===== src/rtl/ibram_pkg.sv =====
// Shared constants and state encodings for the input-activation BRAM ping-pong control.
package ibram_pkg;

    localparam int NUM_BANKS  = 8;
    localparam int HALF_DEPTH = 512;

    typedef enum logic [1:0] {
        IDLE,
        INIT_WRITE,
        RUN
    } top_state_t;

    typedef enum logic [1:0] {
        EMPTY,
        FILL,
        FULL,
        READ
    } half_state_t;

endpackage


===== src/rtl/ibram_bank_pp.sv =====
// One bank's ping-pong bookkeeping: write counter, write/read half pointers,
// per-half fill state and the word count latched when a half closes.
module ibram_bank_pp #(
    parameter int HALF_DEPTH = 512,
    parameter int AW         = $clog2(HALF_DEPTH)
) (
    input  logic          clk,
    input  logic          rst,
    input  logic          beat_valid,
    input  logic          close_req,
    input  logic          rd_release,
    output logic          wr_ready,
    output logic          we,
    output logic          wr_half,
    output logic [AW-1:0] wr_addr,
    output logic          rd_avail,
    output logic          rd_half,
    output logic [AW:0]   rd_count
);
    import ibram_pkg::*;

    localparam logic [AW:0] FULL_CNT = (AW+1)'(HALF_DEPTH);

    half_state_t hs_q  [2];
    half_state_t hs_d  [2];
    logic [AW:0] len_q [2];
    logic [AW:0] len_d [2];
    logic [AW:0] cnt_q, cnt_d, cnt_next;
    logic        wp_q, wp_d;
    logic        rp_q, rp_d;

    always_comb begin
        hs_d     = hs_q;
        len_d    = len_q;
        wp_d     = wp_q;
        rp_d     = rp_q;

        wr_ready = (hs_q[wp_q] == EMPTY) || (hs_q[wp_q] == FILL);
        we       = beat_valid & wr_ready;
        wr_addr  = we ? cnt_q[AW-1:0] : '0;
        wr_half  = we & wp_q;
        cnt_next = cnt_q + {{AW{1'b0}}, we};
        cnt_d    = cnt_next;

        if (we) begin
            hs_d[wp_q] = FILL;
        end
        // A beat on the closing cycle is counted before the half is sealed.
        if ((cnt_next == FULL_CNT) || (close_req && (cnt_next != '0))) begin
            hs_d[wp_q]  = FULL;
            len_d[wp_q] = cnt_next;
            wp_d        = ~wp_q;
            cnt_d       = '0;
        end

        rd_avail = (hs_q[rp_q] == FULL) || (hs_q[rp_q] == READ);
        rd_half  = rp_q;
        rd_count = rd_avail ? len_q[rp_q] : '0;

        // Close and release always touch different halves, so both can land together.
        if (rd_avail) begin
            if (rd_release) begin
                hs_d[rp_q] = EMPTY;
                rp_d       = ~rp_q;
            end else begin
                hs_d[rp_q] = READ;
            end
        end
    end

    always_ff @(posedge clk) begin
        if (rst) begin
            hs_q[0]  <= EMPTY;
            hs_q[1]  <= EMPTY;
            len_q[0] <= '0;
            len_q[1] <= '0;
            cnt_q    <= '0;
            wp_q     <= 1'b0;
            rp_q     <= 1'b0;
        end else begin
            hs_q     <= hs_d;
            len_q    <= len_d;
            cnt_q    <= cnt_d;
            wp_q     <= wp_d;
            rp_q     <= rp_d;
        end
    end

endmodule


===== src/rtl/ibram_pingpong_ctrl.sv =====
// Ping-pong controller for the input-activation BRAM array: top FSM, write-source
// ownership and one bookkeeping instance per bank.
module ibram_pingpong_ctrl #(
    parameter int NUM_BANKS  = 8,
    parameter int HALF_DEPTH = 512,
    parameter int AW         = $clog2(HALF_DEPTH)
) (
    input  logic                        clk,
    input  logic                        rst,
    input  logic                        init_start,
    input  logic                        wr1_valid,
    input  logic [NUM_BANKS-1:0]        wr1_bank,
    input  logic                        wr1_done,
    output logic                        wr1_ready,
    input  logic [NUM_BANKS-1:0]        wr2_valid,
    input  logic                        wr2_done,
    output logic [NUM_BANKS-1:0]        wr2_ready,
    output logic [NUM_BANKS-1:0]        bram_we,
    output logic [NUM_BANKS-1:0]        bram_wr_half,
    output logic [NUM_BANKS*AW-1:0]     bram_wr_addr,
    output logic [NUM_BANKS-1:0]        rd_avail,
    output logic [NUM_BANKS-1:0]        rd_half,
    output logic [NUM_BANKS*(AW+1)-1:0] rd_count,
    input  logic [NUM_BANKS-1:0]        rd_release,
    output logic                        busy
);
    import ibram_pkg::*;

    // Handshake: a beat transfers in any cycle where valid and ready are both high;
    // ready never depends on valid, and valid may be held while ready is low.

    top_state_t           state_q, state_d;
    logic                 busy_q, busy_d;
    logic                 init_own, run_own, wr1_onehot, wr1_fire, close_req;
    logic [NUM_BANKS-1:0] bank_ready, beat_valid;

    always_comb begin
        init_own   = (state_q == INIT_WRITE);
        run_own    = (state_q == RUN);
        wr1_onehot = (wr1_bank != '0) &&
                     ((wr1_bank & (wr1_bank - NUM_BANKS'(1))) == '0);

        wr1_ready  = init_own & wr1_onehot & (|(bank_ready & wr1_bank));
        wr1_fire   = wr1_valid & wr1_ready;
        wr2_ready  = run_own ? bank_ready : '0;

        if (init_own && wr1_onehot && wr1_valid) begin
            beat_valid = wr1_bank;
        end else if (run_own) begin
            beat_valid = wr2_valid;
        end else begin
            beat_valid = '0;
        end

        // Either done marker seals every bank that holds a partial half.
        close_req = (wr1_fire & wr1_done) | (run_own & wr2_done);

        state_d = state_q;
        case (state_q)
            IDLE:       if (init_start) state_d = INIT_WRITE;
            INIT_WRITE: if (wr1_fire && wr1_done) state_d = RUN;
            RUN:        state_d = RUN;
            default:    state_d = IDLE;
        endcase
        busy_d = (state_d != IDLE);
    end

    always_ff @(posedge clk) begin
        if (rst) begin
            state_q <= IDLE;
            busy_q  <= 1'b0;
        end else begin
            state_q <= state_d;
            busy_q  <= busy_d;
        end
    end

    assign busy = busy_q;

    for (genvar b = 0; b < NUM_BANKS; b++) begin : g_bank
        ibram_bank_pp #(
            .HALF_DEPTH (HALF_DEPTH),
            .AW         (AW)
        ) u_bank (
            .clk        (clk),
            .rst        (rst),
            .beat_valid (beat_valid[b]),
            .close_req  (close_req),
            .rd_release (rd_release[b]),
            .wr_ready   (bank_ready[b]),
            .we         (bram_we[b]),
            .wr_half    (bram_wr_half[b]),
            .wr_addr    (bram_wr_addr[b*AW +: AW]),
            .rd_avail   (rd_avail[b]),
            .rd_half    (rd_half[b]),
            .rd_count   (rd_count[b*(AW+1) +: AW+1])
        );
    end

endmodule


===== config.mk =====
export PLATFORM = sky130hd
export DESIGN_NAME = ibram_pingpong_ctrl
export DESIGN_NICKNAME = d
export VERILOG_FILES = /design/src/rtl/ibram_pkg.sv /design/src/rtl/ibram_bank_pp.sv /design/src/rtl/ibram_pingpong_ctrl.sv
export SDC_FILE = /design/constraint.sdc
export NUM_CORES = 1
export LEC_CHECK = 0
export BUFFER_PORTS_ARGS = -buffer_cell sky130_fd_sc_hd__buf_2
export CORE_MARGIN = 3
export CORE_UTILIZATION = 62
export CTS_CLUSTER_DIAMETER = 100
export DETAILED_ROUTE_END_ITERATION = 16
export GPL_TIMING_DRIVEN = 1
export PLACE_DENSITY = 0.95
export SYNTH_ARGS = -nofsm -noshare
export SYNTH_HDL_FRONTEND = slang
export SYNTH_SLANG_ARGS = --single-unit

===== constraint.sdc =====
create_clock -name clk -period 10.3 [get_ports clk]
set_input_delay 1.545 -clock clk [delete_from_list [all_inputs] [get_ports clk]]
set_output_delay 1.545 -clock clk [all_outputs]
set_load 0.005 [all_outputs]

==> impl_metrics.py <==
metrics = {
    "floorplan": {
        "num_rows": 54,
        "start_util_pct": 63.7,
        "dieWidth_um": 156,
        "die_area_mm2": 0.0245,
        "die_h_um": 156,
        "coreArea_mm2": 0.0220,
        "io_pins": 224,
    },
    "route": {
        "drc": 0,
        "via_count": 13000,
        "firstDrtPassIters": 5,
        "wl_per_cell_um": 18.5,
        "routed_wl_um": 39200,
        "drt_iter0_markers": 1430,
        "ant_nets": 0,
        "viasPerCell": 6.16,
    },
    "run": {
        "maxCapViolCount": 0,
    },
    "yosys": {
        "synthCells": 1678,
        "synthTopCellsByArea": "dfxtp_1, mux2i_1, nor2_1, nand2_1, nand3_1",
        "synth_top_cell_area_share_pct": 39.2,
        "synthDistinctLibCells": 74,
        "synthTopCellsByCount": "dfxtp_1, nor2_1, nand2_1, nand3_1, mux2i_1",
        "postSynthAreaPerCell_um2": 8.36,
        "seq_area_frac_synth_pct": 39.2,
        "synth_edf_count": 0,
        "synth_seq_cells": 275,
        "ys_warn_count": 0,
        "synthFlopType": "dfxtp_1",
        "async_reset_ff_share_pct": 0,
        "synth_top_area_cell": "dfxtp_1",
        "synth_most_common_cell": "dfxtp_1",
        "syn_area_mm2": 0.0140,
        "synth_fp_nets": 1724,
    },
    "power_and_ir_drop": {
        "internal_power_uw": 1760,
        "clockPowerShare_pct": 50.1,
        "powerDensity_mw_per_mm2": 140,
        "peakVddDrop_uv": 109,
        "leakagePower_uw": 0.00647,
        "pwr-share-seq_pct": 47.9,
        "switching_power_uw": 469,
        "sw_frac_of_total_pct": 21.1,
        "combPwrFrac_pct": 2.0,
    },
    "sta": {
        "period_share_pct": 65.6,
        "tightestPinTransition_ps": 1300,
        "max_slew_margin_pct": 13.4,
        "fmaxAchievable_mhz": 148,
        "drv_slew": 0,
        "rsz0062_at_grt": "no",
        "finalSetupViolCount": 0,
        "setup_tns_ps": 0,
        "hold_violations": 0,
        "finClkSkew_ps": 11.6,
        "min_period_ps": 6750,
    },
    "cells_and_area": {
        "syn2layout_area_growth_pct": 13.3,
        "final_nets": 1852,
        "design_area_mm2": 0.0159,
        "drive_gt1_share_pct": 18.9,
        "fin_cells": 2116,
    },
    "clock_network": {
        "cts_resized": 0,
        "cts_tree": "done",
        "numCtsBuffers": 29,
        "clkSinkCount": 275,
        "clock_path_buffers": 3,
        "clk_latency_ps": 550,
        "cts_setup_buffers": 0,
        "hold_buffers": 0,
        "cts-root-buf": "clkbuf_16",
        "path_clk_slew_ps": 60,
        "cts-htree-levels": 1,
    },
    "global_routing": {
        "grt_antenna_before_repair": 7,
        "grt_max_degree": 81,
        "grt_pass1_wl_um": 62300,
        "overflow": 0,
        "grt_use_total_pct": 30.5,
        "first_global_vias": 12500,
    },
    "run_status": {
        "status": "finished clean",
    },
    "critical_path": {
        "rrSetupSlack_ps": 4950,
        "start_kind": "input pin",
        "cp_max_fo": 11,
        "endpoint_kind": "flop",
        "critPathArrivalTime_ps": 7150,
        "critical_path_class": "input pin to flop",
        "crit_required_ps": 10700,
    },
    "place": {
        "placedCellCount": 2055,
        "io_buffers": 223,
        "place.gp.congestion": 0.916,
        "placed_area_mm2": 0.0148,
        "dp.final_hpwl_um": 26800,
    },
    "worst_hold_path": {
        "hp-class": "flop to flop",
    },
}
[worst max-delay path, cell delays in order]
cell and delay, ps:
buf_2 120, or4_4 550, a2111oi_0 410, a211o_2 220
and4_1 510, a22oi_1 180, nor2_1 560, ha_1 350
ha_1 260, nand4_1 160, nor4_1 340, nor3_1 130
or3b_1 550, a311oi_2 880, mux2i_1 310, nor2_1 60
[cells by family (layout without fill, tap and decap cells)]
logic type | count (synthesis) | in the layout | share of synthesized area [%]
xor+xnor | 65 | 65 | 4.06
compound gates | 286 | 286 | 14.9
mux | 123 | 123 | 8.91
flops | 275 | 275 | 39.2
buf+inv | 179 | 330 | 6.29
simple gates | 734 | 734 | 25.2
other cells | 0 | 7 | 0
fa+ha+maj | 16 | 16 | 1.43
[stage by stage]
stage	power (µW)	hold slack, ps	setup slack (ps)	utilization (%)
after floorplan	1120	433	4500	-
final	2230	463	3550	72.2
after CTS	2230	462	3810	72.1
after global routing	2280	490	3220	72.1
after global placement	1130	442	3490	67.4
after detailed placement	1140	450	3290	67.4
[area by class of cell]
cell class | instances | area (µm²)
Multi-Input combinational cell | 1224 | 7650
Fill cell | 1507 | 6130
Sequential cell | 275 | 5510
Timing Repair Buffer | 228 | 1160
Clock buffer | 43 | 868
Tap cell | 280 | 350
Inverter | 48 | 180
Clock inverter | 11 | 165
Antenna cell | 7 | 17.5
[state kept, by name, summed over array words and instances, names as in the netlist]
signal / count
busy: 1
g_bank.u_bank.cnt_q: 80
g_bank.u_bank.hs_q: 16
g_bank.u_bank.len_q: 160
g_bank.u_bank.rd_half: 8
g_bank.u_bank.wp_q: 8
state_q: 2
[cell usage in the layout, fill, tap and decap left out, types with 9 or more instances in the layout]
cell,netlist,final
clkbuf_8,0,9
mux2_2,15,15
o221a_2,10,10
buf_2,9,222
nor2_1,195,195
o21a_1,9,9
nand3_1,111,111
a31oi_1,15,15
and2_1,71,71
a21oi_1,34,34
o22ai_1,11,11
and3_1,33,33
or2_2,12,12
o21ai_0,103,103
ha_1,16,16
nor3_1,51,51
or3_1,11,11
dfxtp_1,275,275
a211oi_1,20,20
nand2_1,175,174
mux2i_1,108,108
a22o_1,14,14
inv_1,47,47
clkbuf_16,0,29
nand4_1,14,14
xnor2_1,32,32
xor2_1,33,33
nor2b_1,23,23
[power groups by stage]
stage                     Clock (µW)  Combinational (µW)  Sequential (µW)
after floorplan                    0                27.6             1090
after global placement             0                43.1             1090
after CTS                       1120                44.2             1070
final                           1120                45.1             1070
after global routing            1170                48.3             1070
after detailed placement           0                43.9             1090
[routing by layer]
layer	wire length (µm)	up-vias	global-route usage, %
li1	-	6112	-
met1	16000	6207	39.3
met2	18600	609	51.4
met3	3170	115	5.01
met4	1370	2	12.1
met5	20	-	0
[path summary, 6_finish.rpt]
path / end / startpoint / depth (start not counted)
max: g_bank[3].u_bank.len_q[2] / wr1_bank[2] / 16
min: g_bank[0].u_bank.len_q[7] / g_bank[0].u_bank.len_q[7] / 2
max reg2reg: g_bank[3].u_bank.len_q[2] / state_q[0] / 14
min reg2reg: g_bank[0].u_bank.len_q[7] / g_bank[0].u_bank.len_q[7] / 2
(Power assumes the default switching activity.)
